--- config.mk ---
export PLATFORM = sky130hd
export DESIGN_NAME = sha256_hash_id_tagger_flat
export DESIGN_NICKNAME = d
export VERILOG_FILES = /design/src/rtl/sha256_hash_id_tagger_if.sv /design/src/rtl/sha256_hash_id_tagger.sv /design/src/flat_wrapper.sv
export SDC_FILE = /design/constraint.sdc
export NUM_CORES = 1
export LEC_CHECK = 0
export BUFFER_PORTS_ARGS = -buffer_cell sky130_fd_sc_hd__buf_2
export CAP_MARGIN = 20
export CORE_AREA = 2 2 252 254
export CTS_CLUSTER_SIZE = 30
export DETAILED_ROUTE_END_ITERATION = 12
export DIE_AREA = 0 0 254 256
export GPL_TIMING_DRIVEN = 1
export PLACE_DENSITY_LB_ADDON = 0.1
export SLEW_MARGIN = 20
export SYNTH_ARGS = -nofsm -noshare
export SYNTH_HDL_FRONTEND = slang
export SYNTH_SLANG_ARGS = --single-unit
--- constraint.sdc ---
create_clock -name clk -period 4.6 [get_ports clk]
set_input_delay 0.92 -clock clk [delete_from_list [all_inputs] [get_ports clk]]
set_output_delay 0.92 -clock clk [all_outputs]
set_load 0.03 [all_outputs]
--- src/rtl/sha256_hash_id_tagger_if.sv ---
// Stream bundle between the SHA-256 engine side (cfg + per-block digests)
// and the ID validator (tagged final hash).
interface sha256_hash_id_tagger_if #(
  parameter int ID_WIDTH     = 6,
  parameter int DIGEST_WIDTH = 256,
  parameter int SIZE_WIDTH   = 64
);
  logic [SIZE_WIDTH-1:0]   cfg_in_size;
  logic [ID_WIDTH-1:0]     cfg_in_id;
  logic                    cfg_in_last;
  logic                    cfg_in_valid;
  logic                    cfg_in_ready;
  logic [DIGEST_WIDTH-1:0] digest_in;
  logic                    digest_in_valid;
  logic                    digest_in_ready;
  logic [DIGEST_WIDTH-1:0] hash_out;
  logic [ID_WIDTH-1:0]     hash_out_id;
  logic                    hash_out_last;
  logic                    hash_out_valid;
  logic                    hash_out_ready;
  logic [SIZE_WIDTH-9:0]   status_blocks_remaining;

  modport master (
    output cfg_in_size, cfg_in_id, cfg_in_last, cfg_in_valid,
    input  cfg_in_ready,
    output digest_in, digest_in_valid,
    input  digest_in_ready,
    input  hash_out, hash_out_id, hash_out_last, hash_out_valid,
    output hash_out_ready,
    input  status_blocks_remaining
  );

  modport slave (
    input  cfg_in_size, cfg_in_id, cfg_in_last, cfg_in_valid,
    output cfg_in_ready,
    input  digest_in, digest_in_valid,
    output digest_in_ready,
    output hash_out, hash_out_id, hash_out_last, hash_out_valid,
    input  hash_out_ready,
    output status_blocks_remaining
  );
endinterface

--- src/rtl/sha256_hash_id_tagger.sv ---
// Counts per-block digests of one message, drops the intermediates and emits
// the final digest tagged with the message ID and last flag.
//
//   state    | meaning
//   S_IDLE   | waiting for a config word (cfg_in_ready = en)
//   S_COUNT  | accepting block digests until remaining reaches 1
//   S_OUTPUT | final hash presented, waiting for hash_out_ready
module sha256_hash_id_tagger #(
  parameter int ID_WIDTH     = 6,
  parameter int DIGEST_WIDTH = 256,
  parameter int SIZE_WIDTH   = 64
) (
  input logic                    clk,
  input logic                    nrst,
  input logic                    en,
  input logic                    sync_rst,
  sha256_hash_id_tagger_if.slave bus
);
  localparam int CNT_WIDTH = SIZE_WIDTH - 8;
  localparam logic [1:0] S_IDLE   = 2'd0;
  localparam logic [1:0] S_COUNT  = 2'd1;
  localparam logic [1:0] S_OUTPUT = 2'd2;
  localparam logic [SIZE_WIDTH:0] PAD_ROUND = 576;

  logic [1:0]              state;
  logic [CNT_WIDTH-1:0]    remaining;
  logic [DIGEST_WIDTH-1:0] hash_q;
  logic [ID_WIDTH-1:0]     id_q;
  logic                    last_q;
  logic                    valid_q;
  logic [SIZE_WIDTH:0]     size_sum;
  logic [SIZE_WIDTH:0]     size_shr;
  logic [CNT_WIDTH-1:0]    n_blocks;
  logic                    cfg_xfer;
  logic                    dig_xfer;
  logic                    out_xfer;

  // One extra bit keeps the padding round-up from wrapping at max size.
  assign size_sum = {1'b0, bus.cfg_in_size} + PAD_ROUND;
  assign size_shr = size_sum >> 9;
  assign n_blocks = size_shr[CNT_WIDTH-1:0];

  assign bus.cfg_in_ready    = en && (state == S_IDLE);
  assign bus.digest_in_ready = en && (state == S_COUNT);
  assign cfg_xfer = bus.cfg_in_ready && bus.cfg_in_valid;
  assign dig_xfer = bus.digest_in_ready && bus.digest_in_valid;
  assign out_xfer = en && (state == S_OUTPUT) && bus.hash_out_ready;

  assign bus.hash_out                = hash_q;
  assign bus.hash_out_id             = id_q;
  assign bus.hash_out_last           = last_q;
  assign bus.hash_out_valid          = valid_q;
  assign bus.status_blocks_remaining = remaining;

  always_ff @(posedge clk or negedge nrst) begin
    if (!nrst) begin
      state     <= S_IDLE;
      remaining <= '0;
      hash_q    <= '0;
      id_q      <= '0;
      last_q    <= 1'b0;
      valid_q   <= 1'b0;
    end else if (sync_rst) begin
      state     <= S_IDLE;
      remaining <= '0;
      hash_q    <= '0;
      id_q      <= '0;
      last_q    <= 1'b0;
      valid_q   <= 1'b0;
    end else if (en) begin
      case (state)
        S_IDLE: begin
          if (cfg_xfer) begin
            remaining <= n_blocks;
            id_q      <= bus.cfg_in_id;
            last_q    <= bus.cfg_in_last;
            state     <= S_COUNT;
          end
        end
        S_COUNT: begin
          if (dig_xfer) begin
            if (remaining == CNT_WIDTH'(1)) begin
              hash_q    <= bus.digest_in;
              valid_q   <= 1'b1;
              remaining <= '0;
              state     <= S_OUTPUT;
            end else begin
              remaining <= remaining - CNT_WIDTH'(1);
            end
          end
        end
        S_OUTPUT: begin
          if (out_xfer) begin
            valid_q <= 1'b0;
            state   <= S_IDLE;
          end
        end
        default: state <= S_IDLE;
      endcase
    end
  end
endmodule

--- src/flat_wrapper.sv ---
// flat-port wrapper written by rule: the top's interface ports become plain ports
module sha256_hash_id_tagger_flat 
#(
  parameter int ID_WIDTH     = 6,
  parameter int DIGEST_WIDTH = 256,
  parameter int SIZE_WIDTH   = 64
)
  (clk, nrst, en, sync_rst, bus_cfg_in_size, bus_cfg_in_id, bus_cfg_in_last, bus_cfg_in_valid, bus_cfg_in_ready, bus_digest_in, bus_digest_in_valid, bus_digest_in_ready, bus_hash_out, bus_hash_out_id, bus_hash_out_last, bus_hash_out_valid, bus_hash_out_ready, bus_status_blocks_remaining);
  sha256_hash_id_tagger_if #(.ID_WIDTH(ID_WIDTH), .DIGEST_WIDTH(DIGEST_WIDTH), .SIZE_WIDTH(SIZE_WIDTH)) bus_i ();
  input logic clk;
  input logic nrst;
  input logic en;
  input logic sync_rst;
  input wire logic [$bits(bus_i.cfg_in_size)-1:0] bus_cfg_in_size;
  input wire logic [$bits(bus_i.cfg_in_id)-1:0] bus_cfg_in_id;
  input wire logic [$bits(bus_i.cfg_in_last)-1:0] bus_cfg_in_last;
  input wire logic [$bits(bus_i.cfg_in_valid)-1:0] bus_cfg_in_valid;
  output wire logic [$bits(bus_i.cfg_in_ready)-1:0] bus_cfg_in_ready;
  input wire logic [$bits(bus_i.digest_in)-1:0] bus_digest_in;
  input wire logic [$bits(bus_i.digest_in_valid)-1:0] bus_digest_in_valid;
  output wire logic [$bits(bus_i.digest_in_ready)-1:0] bus_digest_in_ready;
  output wire logic [$bits(bus_i.hash_out)-1:0] bus_hash_out;
  output wire logic [$bits(bus_i.hash_out_id)-1:0] bus_hash_out_id;
  output wire logic [$bits(bus_i.hash_out_last)-1:0] bus_hash_out_last;
  output wire logic [$bits(bus_i.hash_out_valid)-1:0] bus_hash_out_valid;
  input wire logic [$bits(bus_i.hash_out_ready)-1:0] bus_hash_out_ready;
  output wire logic [$bits(bus_i.status_blocks_remaining)-1:0] bus_status_blocks_remaining;
  assign bus_i.cfg_in_size = bus_cfg_in_size;
  assign bus_i.cfg_in_id = bus_cfg_in_id;
  assign bus_i.cfg_in_last = bus_cfg_in_last;
  assign bus_i.cfg_in_valid = bus_cfg_in_valid;
  assign bus_cfg_in_ready = bus_i.cfg_in_ready;
  assign bus_i.digest_in = bus_digest_in;
  assign bus_i.digest_in_valid = bus_digest_in_valid;
  assign bus_digest_in_ready = bus_i.digest_in_ready;
  assign bus_hash_out = bus_i.hash_out;
  assign bus_hash_out_id = bus_i.hash_out_id;
  assign bus_hash_out_last = bus_i.hash_out_last;
  assign bus_hash_out_valid = bus_i.hash_out_valid;
  assign bus_i.hash_out_ready = bus_hash_out_ready;
  assign bus_status_blocks_remaining = bus_i.status_blocks_remaining;
  sha256_hash_id_tagger #(.ID_WIDTH(ID_WIDTH), .DIGEST_WIDTH(DIGEST_WIDTH), .SIZE_WIDTH(SIZE_WIDTH)) u_core (.clk(clk), .nrst(nrst), .en(en), .sync_rst(sync_rst), .bus(bus_i));
endmodule
==> metrics.csv, run 1 <==
stage,metric,value,unit
floorplanning,fp.dieH,256,µm
routing,drt_pass1_iterations,5,
clocking,post_cts_buffers,0,
routing,wire_per_inst,23.1,µm
final_layout,mostFrequentLayoutCell,buf_2,
clocking,root_buffer,clkbuf_16,
global_routing,grt_max_degree,135,
floorplanning,rows,92,
sta,max_freq,0.272,GHz
routing,via_per_inst,4.87,
global_routing,antenna_found_initial,25,
sta,period_needed,3.68,ns
clocking,cts_tree,yes,
sta,setup_viol,0,
synthesis,synth_warnings,0,
clocking,cts.path.max_buffers,3,
pwr,clock_power_share,44.4,%
synthesis,syn_inst,1247,
clocking,cts_num_sinks,322,
global_routing,grt_pass1_wl,92200,µm
clocking,clkTransAtPathRegs,0.06,ns
pwr,p_int,4960,µW
final_layout,fillers,6583,
floorplanning,initial_core_util,23.0,%
synthesis,synth-async-reset-ratio,100,%
routing,drc,0,
global_routing,grt_overflow,0,
synthesis,synth.cell_area,14400,µm²
job,drv_cap,0,
clocking,cts.repair.resized,0,
floorplanning,die_w,254,µm
sta,rsz0062_at_grt,no,
pwr,worst_ir_drop_vdd,222,µV
pwr,p_leak,0.0102,µW
final_layout,fin_area,19800,µm²
placement,portBuffers,649,
synthesis,syn_nets,1583,
synthesis,netlist-cell-type-count,67,
synthesis,ys_seq_area_share,56.1,%
clocking,numCtsBuffers,40,
global_routing,track_usage,18.8,%
sta,holdWs,0.417,ns
synthesis,synth_top_cell_by_area,dfrtp_1,
routing,ant_nets,0,
setup_path,worstSetupPathType,flop to flop,
setup_path,crit_path_end_kind,flop,
pwr,power.total,6910,µW
routing,routed_wl,63900,µm
floorplanning,core,62400,µm²
sta,tightest_slew,1.08,ns
placement,placed_area,18500,µm²
synthesis,avgSynthCellArea,11.5,µm²
routing,drtIter0Drc,1009,
pwr,swShare,28.2,%
setup_path,cp_max_fo,68,
synthesis,synth_edf_count,0,
floorplanning,ios,656,
pwr,combPwrFrac,13.2,%
placement,dp.final_hpwl,47600,µm
final_layout,mostFrequentLayoutCells,"buf_2, dfrtp_1, a22o_1",
clocking,clkLatencyLatePin,0.55,ns
synthesis,ys_ff_latch,322,
clocking,postCtsHoldBufs,0,
final_layout,num-nets-final,2225,
sta,hold_violations,0,
global_routing,grt_pass1_vias,13400,
synthesis,yosys.area.top_type_share,56.1,%
hold_path,hold_class,input pin to asynchronous set/reset pin,
sta,slew_violations,0,
sta,finalClockSkew,0.0183,ns
pwr,p_seq_share,42.5,%
routing,vias,13500,
synthesis,ys_top_cells_by_area,"dfrtp_1, a22o_1, nand2_1",
sta,worst_slack,0.918,ns
clocking,htreeDepth,2,
placement,gp_congestion,0.857,
setup_path,cp.required,5.02,ns
final_layout,syn_to_final_growth,38.0,%
sta,relSlewSlack,27.4,%
pwr,switching_power,1950,µW
sta,min_period_over_period,80.0,%
setup_path,startpoint_type,flop,
floorplanning,dieArea,65000,µm²
setup_path,arrival,4.10,ns
placement,place_ws,0.964,ns
synthesis,synthFlopType,dfrtp_1,
sta,fin_setup_tns,0,ns
run_status,status,"complete, no violations",
final_layout,drive_gt1_share,40.2,%
pwr,pwr_density_cell,348,nW/µm²
==> worst paths after layout <==
check / end / slack (ns) / cells past startpoint / start
worst min register to register: u_core.bus.hash_out[125]$_DFFE_PN0P_ / 0.50 / 1 / u_core.bus.hash_out[125]$_DFFE_PN0P_
worst min-delay path: u_core.bus.hash_out[107]$_DFFE_PN0P_ / 0.42 / 1 / nrst
worst max-delay path: u_core.bus.hash_out[49]$_DFFE_PN0P_ / 0.92 / 7 / u_core.bus.status_blocks_remaining[38]$_DFFE_PN0P_
min in group clk: u_core.bus.hash_out[125]$_DFFE_PN0P_ / 0.50 / 1 / u_core.bus.hash_out[125]$_DFFE_PN0P_
max in group asynchronous: u_core.bus.hash_out[195]$_DFFE_PN0P_ / 3.10 / 2 / nrst
worst max register to register: u_core.bus.hash_out[49]$_DFFE_PN0P_ / 0.92 / 7 / u_core.bus.status_blocks_remaining[38]$_DFFE_PN0P_
==> cells by family (layout without fill, tap and decap cells) <==
family / count (synthesis) / in the layout / share of synthesized area [%]
AOI/OAI and AO/OA: 436 / 436 / 23.9
DFF: 322 / 322 / 56.1
other: 0 / 11 / 0
xor gates and xnor gates: 54 / 54 / 3.29
adders and majority gates: 2 / 2 / 0.174
muxes: 4 / 4 / 0.288
and+or+nand+nor: 336 / 336 / 12.4
buffers and inverters: 93 / 762 / 3.81
==> cells in the mapped netlist (3+ instances only) <==
library cell,n
buf_6,15
buf_4,13
inv_1,7
nand2b_1,8
nand2_1,81
nor2b_1,4
and3_1,7
nor2_1,63
o22ai_1,7
o31ai_1,4
nor3_1,42
a221oi_1,4
and4_1,9
nor4_1,17
o221ai_1,5
and2_1,5
dfrtp_1,322
a21o_1,3
nor4_2,7
o21ai_0,31
nand3_1,44
xor2_1,26
a21oi_1,46
a31o_2,3
a22o_1,259
xnor2_1,28
o311a_1,3
o41ai_1,3
or3_1,6
a31oi_1,7
mux2i_1,3
clkbuf_1,28
buf_2,29
o211ai_1,8
o32ai_1,6
nand4_1,24
a32o_1,6
a22oi_1,6
o21ai_1,17
==> metal layers <==
layer / vias to the layer above / part of all wire (%) / track usage [%]
met4: 22 / 2.4 / 5.51
met3: 105 / 9.1 / 6.26
met5: - / 0.23 / 0
met2: 522 / 49 / 31.8
met1: 6752 / 39 / 22.6
li1: 6099 / - / -
==> flip-flops by register name, indices dropped and copies added (netlist names) <==
signal                              count
u_core.bus.hash_out                   256
u_core.bus.status_blocks_remaining     56
u_core.bus.hash_out_id                  6
u_core.bus.hash_out_last                1
u_core.bus.hash_out_valid               1
u_core.state                            2
==> power groups by stage <==
stage               Combinational, µW  Sequential, µW  Clock [µW]
floorplan                         392            3040           0
global placement                  915            2980           0
detailed placement                912            2980           0
CTS                               916            2930        3170
global route                      992            2940        3290
finish                            909            2930        3060
==> critical path, cell delays in order (launching register included) <==
cell and delay (ns):
dfrtp_1 0.46, nor3_1 0.35, nand3_1 0.31, nand3b_2 0.42, nor4_2 0.61, a31oi_4 0.46
buf_4 0.51, a22o_1 0.34
==> through the flow <==
stage                     instances  utilization (%)
after floorplan                1247                -
after global routing           2769             31.7
after global placement         2693             29.7
after detailed placement       2693             29.7
final                          2773             31.8
after CTS                      2762             31.7
==> area by class of cell <==
| class | instances | area [µm²] | share of cell area [%] |
|---|---|---|---|
| clock buffer | 62 | 1190 | 6.03 |
| inverter | 8 | 30.0 | 0.152 |
| timing repair buffer | 685 | 3620 | 18.2 |
| antenna | 11 | 27.5 | 0.139 |
| clock inverter | 7 | 53.8 | 0.271 |
| tap | 846 | 1060 | 5.34 |
| sequential | 322 | 8060 | 40.7 |
| multi-input combinational | 832 | 5780 | 29.2 |
(Power assumes the default switching activity.)
==> run 2: changes to the inputs <==
--- a/config.mk
+++ b/config.mk
@@ -5,6 +5,7 @@
 export SDC_FILE = /design/constraint.sdc
 export NUM_CORES = 1
 export LEC_CHECK = 0
+export ABC_AREA = 1
 export BUFFER_PORTS_ARGS = -buffer_cell sky130_fd_sc_hd__buf_2
 export CAP_MARGIN = 20
 export CORE_AREA = 2 2 252 254
==> constraint.sdc (replaced) <==
create_clock -name clk -period 3.1 [get_ports clk]
set_input_delay 0.62 -clock clk [delete_from_list [all_inputs] [get_ports clk]]
set_output_delay 0.62 -clock clk [all_outputs]
set_load 0.03 [all_outputs]
==> metrics.csv, run 2 <==
stage,metric,value,unit
routing,ant_nets,0,
clocking,cts_num_sinks,322,
pwr,swShare,42.0,%
sta,hold_violations,7,
synthesis,ys_seq_area_share,46.5,%
pwr,p_seq_share,33.4,%
synthesis,synth_edf_count,0,
global_routing,grt_pass1_wl,115000,µm
run_status,status,finished with violations,
setup_path,arrival,2.93,ns
final_layout,num-nets-final,3396,
routing,drtIter0Drc,1465,
synthesis,ys_top_cells_by_area,"dfrtp_1, nand2_1, nand3_1",
pwr,combPwrFrac,35.2,%
placement,place_ws,0.484,ns
placement,dp.final_hpwl,60500,µm
global_routing,grt_overflow,0,
clocking,clkLatencyLatePin,0.56,ns
floorplanning,fp.dieH,256,µm
routing,routed_wl,78200,µm
job,drv_cap,0,
floorplanning,ios,656,
setup_path,crit_path_end_kind,flop,
clocking,numCtsBuffers,41,
routing,drt_pass1_iterations,5,
synthesis,synth_top_cell_by_area,dfrtp_1,
run_status,violations,hold timing,
final_layout,fillers,6885,
floorplanning,die_w,254,µm
final_layout,largest_reg_flops,256,
sta,tightest_slew,0.763,ns
clocking,cts.path.max_buffers,3,
global_routing,grt_pass1_vias,17900,
final_layout,syn_to_final_growth,31.2,%
setup_path,crit_start,u_core.bus.status_blocks_remaining[3]$_DFFE_PN0P_,
clocking,post_cts_buffers,0,
pwr,clock_power_share,31.4,%
sta,holdWs,-0.0264,ns
synthesis,synthFlopType,dfrtp_1,
clocking,cts_tree,yes,
setup_path,cp_max_fo,5,
sta,worst_slack,0.590,ns
sta,min_period_over_period,81.0,%
setup_path,startpoint_type,flop,
final_layout,multi_input_area,7960,µm²
global_routing,grt_max_degree,106,
clocking,htreeDepth,2,
clocking,postCtsHoldBufs,0,
synthesis,avgSynthCellArea,7.12,µm²
final_layout,fin_area,22700,µm²
sta,rsz0062_at_grt,no,
placement,placed_area,21300,µm²
clocking,clkTransAtPathRegs,0.06,ns
synthesis,synth_warnings,0,
pwr,p_leak,0.0130,µW
sta,setup_viol,0,
synthesis,yosysMostFrequentCell,nand2_1,
sta,finalClockSkew,0.0323,ns
sta,fin_setup_tns,0,ns
clocking,cts.repair.resized,0,
synthesis,ys_ff_latch,322,
final_layout,mostFrequentLayoutCell,nand2_1,
synthesis,netlist-cell-type-count,26,
routing,vias,18600,
synthesis,synth-async-reset-ratio,100,%
synthesis,yosys.area.top_type_share,46.5,%
floorplanning,core,62400,µm²
hold_path,hold_class,input pin to asynchronous set/reset pin,
final_layout,final-seq-area,8060,µm²
sta,relSlewSlack,49.1,%
final_layout,drive_gt1_share,25.3,%
floorplanning,rows,92,
floorplanning,dieArea,65000,µm²
clocking,root_buffer,clkbuf_16,
pwr,worst_ir_drop_vdd,510,µV
sta,max_freq,0.398,GHz
setup_path,cp.required,3.52,ns
final_layout,mostFrequentLayoutCells,"nand2_1, buf_2, nand3_1",
routing,via_per_inst,4.72,
synthesis,syn_nets,2770,
pwr,p_int,9050,µW
synthesis,synth.cell_area,17300,µm²
sta,period_needed,2.51,ns
routing,wire_per_inst,19.8,µm
pwr,pwr_density_cell,686,nW/µm²
global_routing,track_usage,23.2,%
synthesis,syn_inst,2434,
setup_path,timing.rr.start,u_core.bus.status_blocks_remaining[3]$_DFFE_PN0P_,
placement,portBuffers,649,
floorplanning,initial_core_util,27.8,%
routing,drc,0,
setup_path,worstSetupPathType,flop to flop,
global_routing,antenna_found_initial,15,
sta,slew_violations,0,
pwr,switching_power,6540,µW
synthesis,synth_common_cells,"nand2_1, nand3_1, dfrtp_1, nor2_1, inv_1",
placement,gp_congestion,0.926,
==> run 2: power by group through the flow <==
stage          logic, µW  registers [µW]  clock network, µW
6_report            5490            5210               4890
5_1_grt             5990            5260               5240
4_1_cts             5470            5190               5050
3_5_place_dp        5440            5260                  0
3_3_place_gp        5420            5260                  0
2_1_floorplan       2650            5780                  0
==> run 2: layout make-up <==
class / count / area share [%]
clock buffer: 65 / 5.53
multi-input combinational: 1866 / 35.0
sequential: 322 / 35.4
timing repair buffer: 696 / 16.5
antenna: 7 / 0.0770
inverter: 133 / 2.23
clock inverter: 9 / 0.567
tap: 846 / 4.66
==> run 2: path summary, 6_finish.rpt <==
kind	depth (start not counted)	slack (ns)	to
worst min register to register	2	0.46	u_core.bus.hash_out[216]$_DFFE_PN0P_
worst min-delay path	1	-0.03	u_core.bus.hash_out[165]$_DFFE_PN0P_
worst max-delay path	10	0.59	u_core.bus.status_blocks_remaining[34]$_DFFE_PN0P_
worst max register to register	10	0.59	u_core.bus.status_blocks_remaining[34]$_DFFE_PN0P_
max in group asynchronous	2	2.22	u_core.bus.status_blocks_remaining[28]$_DFFE_PN0P_
min in group clk	3	0.29	u_core.bus.hash_out[153]$_DFFE_PN0P_
==> run 2: critical path, cell delays in order (launching register included) <==
cell     delay [ns]
dfrtp_1        0.44
nor2_2         0.34
nand2_1        0.16
nor2_1         0.45
nand2_1        0.23
nor2_1         0.31
nand3_1        0.12
nand3_1        0.10
nand2_1        0.06
nand3_1        0.10
nand2_1        0.06
==> run 2: cells by family after synthesis <==
group | share of synthesized area (%)
flip-flops | 46.5
AND/OR/NAND/NOR | 41.7
AO/OA/AOI/OAI | 3.07
adder cells (fa/ha/maj) | 0.144
XOR/XNOR | 0.909
buffers and inverters | 7.65
==> run 2: through the flow <==
step,util (%),total power [µW],cells
after CTS,36.4,15700,3937
after global placement,34.2,10700,3863
after floorplan,-,8440,2434
final,36.4,15600,3944
after global routing,36.4,16500,3942
after detailed placement,34.2,10700,3863
==> run 2: routing by layer <==
metal  share of wire, %  track usage, %  wire length, µm  vias to the layer above
met5              0.043               0               34                        -
met4                3.3            7.99             2600                        6
met2                 48            39.3            37700                      680
met1                 41            29.2            32200                     8798
li1                   -               -                -                     9012
met3                7.2            4.97             5660                      123
==> run 3: changes to the inputs <==
==> constraint.sdc (replaced) <==
create_clock -name clk -period 2.2 [get_ports clk]
set_input_delay 0.44 -clock clk [delete_from_list [all_inputs] [get_ports clk]]
set_output_delay 0.44 -clock clk [all_outputs]
set_load 0.03 [all_outputs]
==> metrics.csv, run 3 (synthesized netlist as in run 2, its figures left out) <==
stage,metric,value,unit
final_layout,num-nets-final,3555,
sta,fin_setup_tns,0,ns
routing,routed_wl,81400,µm
routing,via_per_inst,4.70,
floorplanning,fp.dieH,256,µm
clocking,root_buffer,clkbuf_16,
global_routing,grt_max_degree,66,
final_layout,mostFrequentLayoutCells,"nand2_1, buf_2, nand3_1",
sta,min_period_over_period,95.8,%
global_routing,grt_overflow,0,
final_layout,syn_to_final_growth,41.0,%
hold_path,hold_class,input pin to flop,
floorplanning,dieArea,65000,µm²
sta,hold_violations,0,
sta,max_freq,0.474,GHz
setup_path,startpoint_type,flop,
sta,finalClockSkew,0.0210,ns
placement,placed_area,22700,µm²
placement,dp.final_hpwl,62600,µm
setup_path,cp_max_fo,41,
final_layout,drive_gt1_share,29.5,%
routing,drtIter0Drc,1591,
sta,holdWs,0.0977,ns
routing,vias,19300,
final_layout,largest_reg_flops,256,
setup_path,crit_path_end_kind,flop,
clocking,clkTransAtPathRegs,0.06,ns
sta,slew_violations,0,
sta,relSlewSlack,49.5,%
sta,period_needed,2.11,ns
routing,ant_nets,0,
sta,tightest_slew,0.757,ns
global_routing,grt_pass1_vias,18400,
run_status,status,"complete, no violations",
job,drv_cap,0,
placement,gp_congestion,0.909,
pwr,pwr_density_cell,959,nW/µm²
floorplanning,initial_core_util,27.8,%
floorplanning,ios,656,
clocking,htreeDepth,2,
floorplanning,die_w,254,µm
setup_path,worstSetupPathType,flop to flop,
clocking,cts_num_sinks,322,
final_layout,mostFrequentLayoutCell,nand2_1,
global_routing,antenna_found_initial,16,
routing,drt_pass1_iterations,5,
pwr,power.total,23400,µW
sta,setup_viol,0,
final_layout,fin_area,24400,µm²
placement,portBuffers,649,
routing,drc,0,
clocking,clkLatencyLatePin,0.57,ns
floorplanning,rows,92,
clocking,numCtsBuffers,40,
routing,wire_per_inst,19.8,µm
floorplanning,core,62400,µm²
pwr,p_leak,0.0140,µW
clocking,cts_tree,yes,
global_routing,track_usage,23.9,%
pwr,worst_ir_drop_vdd,689,µV
global_routing,grt_pass1_wl,118000,µm
setup_path,arrival,2.54,ns
clocking,cts.path.max_buffers,3,
setup_path,cp.required,2.63,ns
## run 3: changes by cell type in the layout (fill, tap and decap cells not counted), sizes merged
cell	delta
bufinv	+1
dlygate4sd3	+1
clkinv	+5
inv	+1
diode	+4
buf	+151
clkinvlp	-1
## run 3: final cells by class
type                            instances  area [µm²]
Fill cell                            6765       38000
Inverter                              133         507
Multi-Input combinational cell       1866        8040
Tap cell                              846        1060
Timing Repair Buffer                  856        5450
Clock buffer                           57        1100
Clock inverter                         15         185
Sequential cell                       322        8060
Antenna cell                           11        27.5
## run 3: power by group
part           total [µW]  switching (µW)  internal (µW)
combinational       10000            6590           3420
clock                6600            2730           3870
sequential           6820             382           6440
total               23400            9700          13700
## run 3: repair_timing
item                       4_1_cts  5_1_grt
pin swaps                        2       12
hold endpoints to repair        39        0
buffers inserted                 5        3
setup endpoints to repair      239      283
hold buffers                     1        0
gates cloned                     2        7
resized for setup                9       39
## run 3: critical path, cell delays in order, from the launching register on
cell and delay [ns]:
dfrtp_1 0.37, nor2_1 0.12, buf_4 0.15, nand2_1 0.10
nor2_2 0.16, nand2_2 0.09, buf_4 0.15, nor2_1 0.13
nand2_1 0.11, buf_12 0.20, nand3_1 0.12, nand2_1 0.07
nand3_1 0.11, o21ai_0 0.10
## run 3: through the flow
stage,setup WS (ns),utilization (%),instances
after floorplan,0.225,-,2434
after global placement,-0.0915,36.3,4007
after detailed placement,-0.100,36.3,4007
after CTS,0.0108,38.6,4087
after global routing,-0.0142,39.2,4103
final,0.0919,39.2,4106
## run 3: path summary, 6_finish.rpt
| kind | to | slack [ns] | start | cells after the start |
|---|---|---|---|---|
| hold / removal | u_core.bus.hash_out[229]$_DFFE_PN0P_ | 0.1 | bus_digest_in[229] | 3 |
| min in group asynchronous | u_core.bus.hash_out[178]$_DFFE_PN0P_ | 0.45 | nrst | 2 |
| setup reg to reg | u_core.bus.status_blocks_remaining[27]$_DFFE_PN0P_ | 0.09 | u_core.bus.status_blocks_remaining[30]$_DFFE_PN0P_ | 13 |
| hold reg to reg | u_core.bus.hash_out[81]$_DFFE_PN0P_ | 0.46 | u_core.bus.hash_out[81]$_DFFE_PN0P_ | 2 |
| max in group asynchronous | u_core.bus.hash_out[108]$_DFFE_PN0P_ | 1.03 | nrst | 3 |
| setup / recovery | u_core.bus.status_blocks_remaining[27]$_DFFE_PN0P_ | 0.09 | u_core.bus.status_blocks_remaining[30]$_DFFE_PN0P_ | 13 |
## run 3: per-layer routing
layer	share of wire, %	up-vias	global-route usage, %
met5	0.079	-	0
met2	48	730	40.4
met4	2.9	10	7.89
li1	-	9347	-
met3	7.4	130	5.11
met1	41	9096	30.1
